**src/rtl/zx_mem_mapper.sv**
```systemverilog
`default_nettype none
// ============================================================================
// Module   : zx_mem_mapper
// Brief    : Spectrum 128-class memory mapper. Holds the 7FFD/DFFD paging
//            registers, maps CPU addresses onto physical ROM/RAM banks and
//            stretches external RAM cycles with a programmable nWAIT burst.
// Revision : 1.0 - initial release
// ============================================================================
module zx_mem_mapper #(
    parameter int RAM_BANKS   = 8,
    parameter int ROM_PAGES   = 2,
    parameter int EXT_LATENCY = 2
) (
    input  logic                              clk_cpu,
    input  logic                              nreset,
    input  logic [15:0]                       A,
    input  logic [7:0]                        D,
    input  logic                              nMREQ,
    input  logic                              nIORQ,
    input  logic                              nRD,
    input  logic                              nWR,
    output logic [$clog2(ROM_PAGES)+13:0]     rom_addr,
    output logic [$clog2(RAM_BANKS)+13:0]     ram_addr,
    output logic                              rom_cs,
    output logic                              ram_cs,
    output logic                              ram_we,
    output logic                              scr_bank,
    output logic                              nWAIT,
    output logic                              locked,
    output logic [7:0]                        page_reg
);

    localparam int RB = $clog2(RAM_BANKS);
    localparam int RP = $clog2(ROM_PAGES);

    localparam logic [1:0]    c_IDLE = 2'd0;
    localparam logic [1:0]    c_WAIT = 2'd1;
    localparam logic [1:0]    c_HOLD = 2'd2;

    localparam logic          c_HAS_WAIT = (EXT_LATENCY > 0);
    localparam logic [2:0]    c_LOAD     = (EXT_LATENCY > 0) ? 3'(EXT_LATENCY - 1) : 3'd0;
    localparam logic [RB-1:0] c_BANK5    = RB'(5);
    localparam logic [RB-1:0] c_BANK2    = RB'(2);

    logic [7:0]    r_page_reg;
    logic [3:0]    r_ext_reg;
    logic          r_io_wr_q;
    logic          r_ram_cs_q;
    logic [1:0]    r_state;
    logic [1:0]    w_state_nxt;
    logic [2:0]    r_cnt;
    logic [2:0]    w_cnt_nxt;

    logic          w_io_wr;
    logic          w_io_wr_rise;
    logic          w_dffd_sel;
    logic          w_7ffd_sel;
    logic          w_ram_cs;
    logic [RB-1:0] w_c000_bank;
    logic [RB-1:0] w_bank;
    logic [RP-1:0] w_rom_page;
    logic          w_unused_ext;

    // Bus decode. An OUT is taken only on the first cycle io_wr is seen high,
    // so a write strobe stretched over several clocks captures exactly once.
    assign w_io_wr      = !nIORQ && !nWR && nRD;
    assign w_io_wr_rise = w_io_wr && !r_io_wr_q;
    assign w_dffd_sel   = (A[15:13] == 3'b110) && !A[1];
    assign w_7ffd_sel   = !A[15] && !A[1] && !w_dffd_sel;

    assign w_ram_cs = !nMREQ && (A[15:14] != 2'b00);
    assign ram_cs   = w_ram_cs;
    assign rom_cs   = !nMREQ && (A[15:14] == 2'b00);
    assign ram_we   = w_ram_cs && !nWR && nRD;

    assign page_reg = r_page_reg;
    assign scr_bank = r_page_reg[3];
    assign locked   = r_page_reg[5];

    // Not every ext_reg bit has a consumer in every configuration.
    assign w_unused_ext = &{1'b0, r_ext_reg};

    // C000 bank: ext_reg supplies the bank bits above the three 7FFD bits.
    generate
        if (RB > 3) begin : g_bank_ext
            assign w_c000_bank = {r_ext_reg[RB-4:0], r_page_reg[2:0]};
        end else begin : g_bank_base
            assign w_c000_bank = r_page_reg[2:0];
        end
    endgenerate

    // ROM page: ext_reg[3] becomes the upper page bit on four-page systems.
    generate
        if (RP == 2) begin : g_rom4
            assign w_rom_page = {r_ext_reg[3], r_page_reg[4]};
        end else begin : g_rom2
            assign w_rom_page = r_page_reg[4];
        end
    endgenerate

    // Select the physical RAM bank for the addressed 16K slot.
    always_comb begin
        case (A[15:14])
            2'b01:   w_bank = c_BANK5;
            2'b10:   w_bank = c_BANK2;
            default: w_bank = w_c000_bank;
        endcase
    end

    assign ram_addr = {w_bank, A[13:0]};
    assign rom_addr = {w_rom_page, A[13:0]};

    // Paging registers and edge-detect history; frozen once the lock bit is set.
    always_ff @(posedge clk_cpu or negedge nreset) begin
        if (!nreset) begin
            r_page_reg <= 8'h00;
            r_ext_reg  <= 4'h0;
            r_io_wr_q  <= 1'b0;
            r_ram_cs_q <= 1'b0;
        end else begin
            r_io_wr_q  <= w_io_wr;
            r_ram_cs_q <= w_ram_cs;
            if (w_io_wr_rise && !r_page_reg[5]) begin
                if (w_dffd_sel) begin
                    r_ext_reg <= D[3:0];
                end else if (w_7ffd_sel) begin
                    r_page_reg <= D;
                end
            end
        end
    end

    // Wait generator state and down-counter.
    always_ff @(posedge clk_cpu or negedge nreset) begin
        if (!nreset) begin
            r_state <= c_IDLE;
            r_cnt   <= 3'd0;
        end else begin
            r_state <= w_state_nxt;
            r_cnt   <= w_cnt_nxt;
        end
    end

    // Next state: one burst per RAM cycle, re-armed only after ram_cs drops.
    always_comb begin
        w_state_nxt = r_state;
        w_cnt_nxt   = r_cnt;
        case (r_state)
            c_IDLE: begin
                if (c_HAS_WAIT && w_ram_cs && !r_ram_cs_q) begin
                    w_state_nxt = c_WAIT;
                    w_cnt_nxt   = c_LOAD;
                end
            end
            c_WAIT: begin
                if (r_cnt == 3'd0) begin
                    w_state_nxt = c_HOLD;
                end else begin
                    w_cnt_nxt = r_cnt - 3'd1;
                end
            end
            c_HOLD: begin
                if (!w_ram_cs) begin
                    w_state_nxt = c_IDLE;
                end
            end
            default: w_state_nxt = c_IDLE;
        endcase
    end

    // Wait output: low only while counting down.
    always_comb begin
        nWAIT = 1'b1;
        if (r_state == c_WAIT) begin
            nWAIT = 1'b0;
        end
    end

endmodule
`default_nettype wire
```
**config.mk**
```make
export PLATFORM = sky130hd
export DESIGN_NAME = zx_mem_mapper
export DESIGN_NICKNAME = d
export VERILOG_FILES = /design/src/rtl/zx_mem_mapper.sv
export SDC_FILE = /design/constraint.sdc
export NUM_CORES = 1
export LEC_CHECK = 0
export ABC_AREA = 1
export CAP_MARGIN = 20
export CELL_PAD_IN_SITES_DETAIL_PLACEMENT = 1
export CELL_PAD_IN_SITES_GLOBAL_PLACEMENT = 1
export CORE_UTILIZATION = 23
export CTS_BUF_LIST = sky130_fd_sc_hd__clkbuf_4
export DETAILED_ROUTE_END_ITERATION = 16
export GPL_TIMING_DRIVEN = 0
export PLACE_DENSITY = 0.85
export SLEW_MARGIN = 20
export SYNTH_ARGS = -nofsm -noshare
export SYNTH_HDL_FRONTEND = slang
export SYNTH_SLANG_ARGS = --single-unit
```
**constraint.sdc**
```tcl
create_clock -name clk_cpu -period 1.2 [get_ports clk_cpu]
set_input_delay 0.24 -clock clk_cpu [delete_from_list [all_inputs] [get_ports clk_cpu]]
set_output_delay 0.24 -clock clk_cpu [all_outputs]
set_load 0.03 [all_outputs]
```
# Word-level counts from Yosys, hierarchy flattened
# Index checks and enable logic that the tools add are counted.
# totals
regBits	15
in_bits	30
out_inout_bits	46
elab_cells	54
# classes
add_sub_neg	1
eq_ne	9
muxes	9
bitwise_logic	1
n_reduce_logical	29
# ops
operator	count
$logic_and 1x1->1	12
$pmux 3 s2	2
$logic_not 1->1	9
$reduce_and 3->1	3
$ne 2x2->1 const B	4
$mux 2	3
$mux 3	2
$pmux 2 s3	1
$eq 2x1->1 const B	2
$eq 2x2->1 const B	2
$logic_not 2->1	2
$reduce_bool 2->1	2
$eq 3x3->1 const B	1
$logic_not 3->1	1
$sub 3x1->3 const B	1
$mux 1	1
$not 1->1	1

# Depth between registers and ports, before layout
# Gate-level depths: netlist of run 1.
# depth
depth_word	6
depth_mapped	8
depth_no_buf	8

# Worst setup path after synthesis of run 1
# OpenSTA, ideal clock, no wires.
# synth_timing
path_type	input-to-output
from	in A[14]
to	out ram_we
arrival_time_ns	1.489
required_ns	0.960
path_slack_ns	-0.529
stages	5
n_path_buf	0
path_cell_list	inv_1 ha_1 nor2_4 inv_1 nor3_1
# synth_via
elab_chain_cells	4
# synth_lines
item	line	text
start, declared	16	input logic [15:0] A,
$reduce_bool 2->1	71	assign w_ram_cs = !nMREQ && (A[15:14] != 2'b00);
$logic_and 1x1->1	71	
via ram_cs	25	output logic ram_cs,
$logic_and 1x1->1 (2 in a row)	74	assign ram_we = w_ram_cs && !nWR && nRD;
end, declared	26	output logic ram_we,
# The timed path passes the listed nets, and every way through them passes these cells.

# Final worst setup path of run 1
# layout_timing
from	in A[15]
to	out ram_addr[15]
# layout_via
elab_chain_cells	2
elab_cells_between_ends	3
cone_classes	2 x eq/ne; 1 x mux
# layout_lines
item	line	text
$eq 2x2->1 / $eq 2x1->1 (equally long branches)	103	case (A[15:14])
$pmux 3 s2 (*)	103	
end, declared	23	output logic [$clog2(RAM_BANKS)+13:0] ram_addr,
# Mark *: on every way between the ends. The rest lies on a longest branch, timed or not.

==> out/summary.txt, run 1 <==
Outcome: complete, but fails checks
Violated checks: setup timing
Area of the die: 4782 um^2
Placer Congestion: 0.7655
Number of antenna diodes: 0
Wirelength per Cell: 11.05 um
Via-to-Cell Ratio: 4.027
CP bufs+invs: 3
Actual slew at the worst max-slew pin: 686.8 ps
Complex-gate fraction of the synthesized area: 0.01448
Largest net degree at the start of global routing: 16
Final setup margin: -138.9 ps
Total Power: 2091 uW
Post-Synthesis Cells: 129
Share of layout cells above drive strength 1: 0.4641
Final Critical Period: 1339 ps
Cell Int Power: 1265 uW
Cell taking the most area after synthesis: dfrtp_1
Total Negative Setup Slacks: -413.1 ps
Final setup vio count: 6
Worst Hold Class: input pin to flip-flop
Dpl ws: -1257 ps
Final hold vios: 0
Drt first pass iters: 2
RSZ-0062 raised after global routing: true
DP Cell Count: 243
Sequence of cells on the critical path: buf_12 -> inv_12 -> ha_4 -> mux2_4 -> buf_6
H-Tree Depth: 1
Post-synthesis sequential area ratio: 0.3619
Logic pwr share: 0.548
Clock network power share: 0.145
CTS Buffer Depth: 2
Slew Viols, Final: 0
Synthesized area: 1037 um^2
Cts-stage hold buffer count: 0
P per Cell Area: 1117 nW/um^2
Reg power frac: 0.307
Cell with the most instances after synthesis: nand2_1
Synth Area per Inst: 8.041 um^2
Psw: 825.4 uW
Maximum VDD drop: 0.3842 mV
Area grow syn2layout: 80.46%
IO Port Bufs: 62
DR iter-0 viols: 1
Post-Synth XOR/XNOR Area: 0
Layout fillers: 533
Delay of the slowest critical-path stage: 300 ps
Synth top cells by count: 35 x nand2_1, 31 x buf_4, 16 x inv_1
Fin nets: 245
Grt ovf: 0
# DRC: 0
Final antenna-violating net count: 0
Largest register FFs: 8
Post-synthesis mux area share: 0.01086
First-pass GRT wire length: 4843 um
Synth Area in Simple Gates: 0.2593
Post-synth net total: 164
Vias in the first global route: 1090
Worst Setup End Kind: output port
Synth Warn #: 0
CTS tree: done
EDFF count, synth: 0
Gr usage total: 0.1206
Num CTS Buffers: 3
Crit-path max FO: 4
Crit-path slowest cell: mux2_4
Max frequency: 746.9 MHz
Initial core utilization: 0.2382
Lkg Pwr: 0.001041 uW
Skew final: 1.603 ps
Post-synth top area share: 0.3619
Rows: 24
Die Width: 69.16 um
# IOs: 76
Synth Area in Adders: 0.06031
Cell family with most CP delay: multiplexers
Worst-Skew Late Latency: 270 ps
Startpoint Class: input pin
Main flop type after synthesis: dfrtp_1
Clock root cell: clkbuf_4
Die height: 69.16 um
Synthesized flop and latch total: 15
WS Path Type: input pin to output port
Max-slew headroom: 0.5407
Synth top area cells: dfrtp_1 36%, buf_4 22%, nand2_1 13%
Max Cap Violations: 0
Worst Path Required: 960 ps
Main combinational cell family by area after synthesis: buffers and inverters
Crit path DAT: 1100 ps
FFs w/ async S/R, synth: 1.000
Final non-filler cell total: 261
Netlist cell types: 17
DP Wirelength: 2124 um
TritonCTS Sinks: 15
Fin crit share: 1.116
Routed vias: 1051
Area of the core: 4354 um^2
Sw Ratio: 0.3948
WL final: 2884 um
Reg clk slew, reported paths: 90 ps
Initial antenna violation count: 0
[metrics by stage]
stage / cell area, um^2 / util / hold slack, ps
6_report: 1872 / 0.4299 / 307.3
3_3_place_gp: 1774 / 0.4075 / 455.7
4_1_cts: 1844 / 0.4236 / 403.7
5_1_grt: 1872 / 0.4299 / 300.4
3_5_place_dp: 1774 / 0.4075 / 481.4
2_1_floorplan: 1089 / - / -55.59
[worst paths after layout]
kind / startpoint / endpoint / slack [ps] / depth (start not counted)
setup / recovery: A[15] / ram_addr[15] / -140 / 5
hold / removal: nMREQ / r_ram_cs_q$_DFF_PN0_ / 310 / 3
setup reg to reg: r_cnt[0]$_DFFE_PN0P_ / r_cnt[2]$_DFFE_PN0P_ / 80 / 7
hold reg to reg: page_reg[7]$_DFFE_PN0P_ / page_reg[7]$_DFFE_PN0P_ / 490 / 2
max in group asynchronous: nreset / page_reg[3]$_DFFE_PN0P_ / 390 / 1
min in group asynchronous: nreset / page_reg[2]$_DFFE_PN0P_ / 380 / 1
[worst min-delay path: stages]
cell,delay [ps]
clkbuf_2,120
nor2_4,60
buf_4,120
[cell type report]
type,instances,area [um^2],area share
tap,52,65.06,0.03476
timing repair buffer,78,683.2,0.3650
clock buffer,4,30.03,0.01604
inverter,19,91.34,0.04880
multi-input combinational,64,405.4,0.2166
sequential,15,375.4,0.2005
buffer,29,221.5,0.1183
[cells in the final DEF (no fill, tap or decap), types with 7 or more instances in the layout]
cell type | Yosys | routed
inv_1 | 16 | 10
buf_6 | 0 | 12
clkdlybuf4s50_1 | 0 | 11
buf_4 | 31 | 42
nand2_1 | 35 | 33
buf_2 | 0 | 10
dlygate4sd2_1 | 0 | 29
dfrtp_1 | 15 | 15
inv_2 | 3 | 7
[layer usage]
layer	global-route usage	part of all wire	wire, um
met5	0	0	0
met4	0.02721	0.0094	27
met3	0.01462	0.052	151
met2	0.2276	0.55	1582
met1	0.1436	0.39	1122
[cell families (layout without fill, tap and decap cells)]
family                   count (synthesis)  in the layout
AND/OR/NAND/NOR                         55             55
flip-flops                              15             15
AO/OA/AOI/OAI                            3              3
buffers and inverters                   50            130
adder cells (fa/ha/maj)                  5              5
multiplexers                             1              1
[what timing repair did]
item,4_1_cts,5_1_grt
resized for setup,156,15
setup buffers,10,6
setup endpoints to repair,59,15
pin swaps,6,4
[power by group through the flow]
stage | sequential (uW) | combinational [uW] | clock [uW]
finish | 642 | 1150 | 303
global route | 653 | 1250 | 348
CTS | 644 | 1080 | 313
detailed placement | 667 | 969 | 0
global placement | 660 | 937 | 0
floorplan | 649 | 662 | 0
No activity file was read; power rests on OpenSTA's default activity.
==> run 2: changes to the inputs <==
--- a/config.mk
+++ b/config.mk
@@ -9,11 +9,11 @@
 export CAP_MARGIN = 20
 export CELL_PAD_IN_SITES_DETAIL_PLACEMENT = 1
 export CELL_PAD_IN_SITES_GLOBAL_PLACEMENT = 1
-export CORE_UTILIZATION = 23
+export CORE_UTILIZATION = 25
 export CTS_BUF_LIST = sky130_fd_sc_hd__clkbuf_4
 export DETAILED_ROUTE_END_ITERATION = 16
 export GPL_TIMING_DRIVEN = 0
-export PLACE_DENSITY = 0.85
+export PLACE_DENSITY = 0.91
 export SLEW_MARGIN = 20
 export SYNTH_ARGS = -nofsm -noshare
 export SYNTH_HDL_FRONTEND = slang
==> constraint.sdc (replaced) <==
create_clock -name clk_cpu -period 1.68 [get_ports clk_cpu]
set_input_delay 0.336 -clock clk_cpu [delete_from_list [all_inputs] [get_ports clk_cpu]]
set_output_delay 0.336 -clock clk_cpu [all_outputs]
set_load 0.03 [all_outputs]
==> out/summary.txt, run 2 (synthesized netlist as in run 1, its figures left out) <==
Outcome: complete, no violations
Final non-filler cell total: 246
Share of layout cells above drive strength 1: 0.3163
Grt ovf: 0
Final Critical Period: 1645 ps
Final antenna-violating net count: 0
IO Port Bufs: 62
Actual slew at the worst max-slew pin: 679.3 ps
Largest register FFs: 8
Worst Path Required: 1340 ps
Die Width: 66.41 um
WS Path Type: input pin to output port
Largest net degree at the start of global routing: 16
Fin nets: 232
DR iter-0 viols: 9
RSZ-0062 raised after global routing: false
Dpl ws: -864.3 ps
CTS tree: done
Routed vias: 1000
Slew Viols, Final: 0
Reg power frac: 0.349
DP Wirelength: 2218 um
Worst-Skew Late Latency: 290 ps
Crit path DAT: 1310 ps
Gr usage total: 0.1278
Reg clk slew, reported paths: 90 ps
Placer Congestion: 0.7647
Area grow syn2layout: 68.27%
First-pass GRT wire length: 4236 um
Die height: 66.41 um
Most common cell after layout, fill and taps aside: clkdlybuf4s50_1
Max frequency: 607.8 MHz
Max-slew headroom: 0.5457
Lkg Pwr: 0.0009525 uW
Area of the core: 4000 um^2
Logic pwr share: 0.491
Maximum VDD drop: 0.2804 mV
Rows: 23
Vias in the first global route: 998
Post-DP Area: 1725 um^2
Wirelength per Cell: 10.83 um
Max Cap Violations: 0
Commonest cells after routing, fill and taps aside: 40 x clkdlybuf4s50_1, 35 x nand2_1, 33 x buf_4
Number of antenna diodes: 0
CTS Buffer Depth: 2
Psw: 558.0 uW
DP Cell Count: 241
Fin crit share: 0.9793
TritonCTS Sinks: 15
Final hold vios: 0
Final setup margin: 34.85 ps
Final setup vio count: 0
Worst Hold Class: input pin to asynchronous set/reset pin
Hold Slack: 451.2 ps
WL final: 2664 um
Sw Ratio: 0.4170
Skew final: 0.6885 ps
Area of the die: 4410 um^2
Crit-path max FO: 3
Drt first pass iters: 4
Cell Int Power: 780.3 uW
Fin util: 0.4363
# DRC: 0
P per Cell Area: 766.8 nW/um^2
Clock network power share: 0.160
Clock root cell: clkbuf_4
H-Tree Depth: 1
Num CTS Buffers: 3
Via-to-Cell Ratio: 4.065
Initial core utilization: 0.2593
Worst Setup End Kind: output port
# IOs: 76
Startpoint Class: input pin
Initial antenna violation count: 0
Final instance area: 1745 um^2
[run 2: final cells by class]
| class | instances | area, um^2 |
|---|---|---|
| Timing Repair Buffer | 63 | 596.8 |
| Tap cell | 50 | 62.56 |
| Sequential cell | 15 | 375.4 |
| Multi-Input combinational cell | 64 | 379.1 |
| Buffer | 31 | 232.7 |
| Fill cell | 501 | 2255 |
| Inverter | 19 | 71.32 |
| Clock inverter | 1 | 5.005 |
| Clock buffer | 3 | 22.52 |
[run 2: path summary, 6_finish.rpt]
check                                        start                 endpoint  slack [ps]  depth (start not counted)
setup / recovery                              A[1]              rom_addr[1]          30                          3
hold / removal                              nreset  page_reg[7]$_DFFE_PN0P_         450                          1
setup reg to reg              r_cnt[0]$_DFFE_PN0P_     r_cnt[2]$_DFFE_PN0P_         560                          7
hold reg to reg            page_reg[6]$_DFFE_PN0P_  page_reg[6]$_DFFE_PN0P_         480                          2
max in group asynchronous                   nreset  page_reg[2]$_DFFE_PN0P_         800                          1
min in group clk_cpu       page_reg[6]$_DFFE_PN0P_  page_reg[6]$_DFFE_PN0P_         480                          2
[run 2: stage by stage]
step | TNS (ps) | total power [uW]
after floorplan | -121.0 | 924.2
after global placement | -5068 | 1124
after detailed placement | -5421 | 1150
after CTS | 0 | 1366
after global routing | 0 | 1450
final | 0 | 1338
[run 2: what timing repair did]
item,4_1_cts,5_1_grt
setup endpoints to repair,18,8
hold buffers,0,0
pin swaps,1,1
gates resized for setup,51,8
setup buffers,1,0
hold endpoints to repair,0,0
[run 2: power by group through the flow]
stage          clock network (uW)  registers [uW]  logic, uW
2_1_floorplan                   0             463        461
3_3_place_gp                    0             471        653
3_5_place_dp                    0             474        676
4_1_cts                       224             467        675
5_1_grt                       236             477        737
6_report                      215             467        657
[run 2: layer usage]
layer / global-route usage / part of all wire / vias up
met2: 0.2398 / 0.51 / 52
met4: 0.05585 / 0.015 / 0
li1: - / - / 487
met1: 0.1314 / 0.37 / 457
met3: 0.03276 / 0.10 / 4
met5: 0 / 0 / -
[run 2: critical path, cell delays in order]
cell	delay, ps
clkdlybuf4s50_1	510
buf_4	120
clkdlybuf4s15_1	350
==> run 3: changes to the inputs <==
--- a/config.mk
+++ b/config.mk
@@ -5,15 +5,15 @@
 export SDC_FILE = /design/constraint.sdc
 export NUM_CORES = 1
 export LEC_CHECK = 0
-export ABC_AREA = 1
 export CAP_MARGIN = 20
 export CELL_PAD_IN_SITES_DETAIL_PLACEMENT = 1
 export CELL_PAD_IN_SITES_GLOBAL_PLACEMENT = 1
 export CORE_UTILIZATION = 25
 export CTS_BUF_LIST = sky130_fd_sc_hd__clkbuf_4
 export DETAILED_ROUTE_END_ITERATION = 16
+export GPL_ROUTABILITY_DRIVEN = 0
 export GPL_TIMING_DRIVEN = 0
-export PLACE_DENSITY = 0.91
+export PLACE_DENSITY = 0.9
 export SLEW_MARGIN = 20
 export SYNTH_ARGS = -nofsm -noshare
 export SYNTH_HDL_FRONTEND = slang
==> out/summary.txt, run 3 <==
Post-Synthesis Cells: 93
Initial core utilization: 0.2639
Area grow syn2layout: 72.37%
P per Cell Area: 1009 nW/um^2
Synth Area per Inst: 10.47 um^2
Cell family with most CP delay: buffers and inverters
Synth top cells by count: 31 x buf_4, 15 x dfrtp_1, 9 x inv_1, 9 x mux2_2, 5 x ha_1
Gr usage total: 0.1247
# IOs: 76
Hold Slack: 457.0 ps
Sw Ratio: 0.4199
Final antenna-violating net count: 0
Crit path DAT: 1300 ps
RSZ-0062 raised after global routing: false
Worst-Skew Late Latency: 280 ps
Worst Path Required: 1340 ps
IO Port Bufs: 62
DR iter-0 viols: 5
Delay of the slowest critical-path stage: 300 ps
Largest net degree at the start of global routing: 16
Logic pwr share: 0.551
Fin util: 0.4549
Post-synth top area share: 0.3856
Fin crit share: 0.9716
Worst Setup End Kind: output port
Area of the die: 4147 um^2
CTS tree: done
Final setup margin: 47.78 ps
R2R cell count: 5
Synth top area cells: dfrtp_1 39%, buf_4 24%, mux2_2 10%
Total Negative Setup Slacks: 0 ps
Clock root cell: clkbuf_4
WL final: 2554 um
Psw: 711.0 uW
Maximum VDD drop: 0.5660 mV
Vias in the first global route: 905
Cts-stage hold buffer count: 0
DP Wirelength: 2179 um
Commonest cells after routing, fill and taps aside: 40 x clkdlybuf4s50_1, 33 x buf_4, 15 x dfrtp_1
Fin nets: 195
Area of the core: 3689 um^2
Die height: 64.40 um
Grt ovf: 0
Synthesized flop and latch total: 15
Initial antenna violation count: 0
First-pass GRT wire length: 3967 um
Lkg Pwr: 0.0008342 uW
Critical path depth in cells: 5
Num CTS Buffers: 3
Synth Warn #: 0
Share of layout cells above drive strength 1: 0.4025
Worst Hold Class: input pin to asynchronous set/reset pin
Main flop type after synthesis: dfrtp_1
TritonCTS Sinks: 15
Final setup vio count: 0
Actual slew at the worst max-slew pin: 679.8 ps
Reg clk slew, reported paths: 90 ps
Max Cap Violations: 0
Wirelength per Cell: 12.34 um
Dpl ws: -933.8 ps
CTS Buffer Depth: 2
Final Critical Period: 1632 ps
Number of antenna diodes: 0
Sequence of cells on the critical path: clkdlybuf4s15_2 -> inv_2 -> ha_4 -> mux2_4 -> buf_6
Synthesized area: 973.4 um^2
Max frequency: 612.7 MHz
Routed vias: 858
Reg power frac: 0.318
WS Path Type: input pin to output port
Crit-path slowest cell: mux2_4
EDFF count, synth: 0
Rows: 22
Crit-path max FO: 4
Netlist cell types: 19
Via-to-Cell Ratio: 4.145
Final hold vios: 0
Cell taking the most area after synthesis: dfrtp_1
Post-synth net total: 128
H-Tree Depth: 1
Die Width: 64.40 um
Skew final: 1.983 ps
Largest register FFs: 8
Startpoint Class: input pin
CP bufs+invs: 3
Most common cell after layout, fill and taps aside: clkdlybuf4s50_1
Max-slew headroom: 0.5454
Post-synthesis sequential area ratio: 0.3856
Slew Viols, Final: 0
Cell with the most instances after synthesis: buf_4
Cell Int Power: 982.1 uW
# DRC: 0
Drt first pass iters: 3
Total Power: 1693 uW
Outcome: complete, no violations
Reg2reg setup slack: 130 ps
Clock network power share: 0.131
FFs w/ async S/R, synth: 1.000
==> run 3: cell count changes in the layout (fill, tap and decap cells not counted), sizes merged, moves of 2 or more <==
cell / delta
nand2: -34
inv: -10
mux2: +8
nor2: -6
nand3: -5
nor2b: +3
a21oi: +2
==> run 3: layout make-up <==
class / count / area, um^2
fillers: 424 / 2011
repair buffers: 62 / 589.3
flip-flops and latches: 15 / 375.4
multi-input cells: 38 / 356.6
plain buffers: 31 / 232.7
well taps: 48 / 60.06
inverters: 9 / 33.78
clock buffers: 4 / 30.03
==> run 3: kinds of logic (layout without fill, tap and decap cells) <==
group / count (synthesis) / after routing / share of synthesized area
AOI/OAI and AO/OA: 8 / 8 / 0.05398
adders and majority gates: 5 / 5 / 0.06427
buffers and inverters: 40 / 106 / 0.2738
DFF: 15 / 15 / 0.3856
muxes: 10 / 10 / 0.1144
and+or+nand+nor: 15 / 15 / 0.1080
==> run 3: repair_timing <==
item	in CTS	in global routing
pin swaps	0	0
endpoints found under the setup margin	22	7
resized for setup	59	9
buffers inserted	0	0
==> run 3: stage by stage <==
stage	std cells	instance area (um^2)
2_1_floorplan	93	979.7
3_3_place_gp	203	1660
3_5_place_dp	203	1660
4_1_cts	207	1682
5_1_grt	207	1678
6_report	207	1678
==> run 3: path summary, 6_finish.rpt <==
kind | from | end
worst min register to register | r_cnt[0]$_DFFE_PN0P_ | r_cnt[0]$_DFFE_PN0P_
max in group asynchronous | nreset | r_cnt[0]$_DFFE_PN0P_
min in group clk_cpu | A[15] | r_ram_cs_q$_DFF_PN0_
worst max register to register | r_cnt[0]$_DFFE_PN0P_ | r_cnt[1]$_DFFE_PN0P_
worst min-delay path | nreset | r_ram_cs_q$_DFF_PN0_
worst max-delay path | A[14] | ram_addr[15]
==> run 3: layer usage <==
| metal | global-route usage | routed length, um | vias to the layer above |
|---|---|---|---|
| li1 | - | - | 401 |
| met1 | 0.1175 | 879 | 403 |
| met2 | 0.2461 | 1398 | 54 |
| met3 | 0.05179 | 275 | 0 |
| met4 | 0.02500 | 0 | 0 |
| met5 | 0 | 0 | - |
==> run 3: power groups by stage <==
stage	registers (uW)	logic (uW)	clock network, uW
3_3_place_gp	532	938	0
5_1_grt	548	1000	253
2_1_floorplan	622	516	0
3_5_place_dp	546	989	0
6_report	538	932	222
4_1_cts	540	948	233
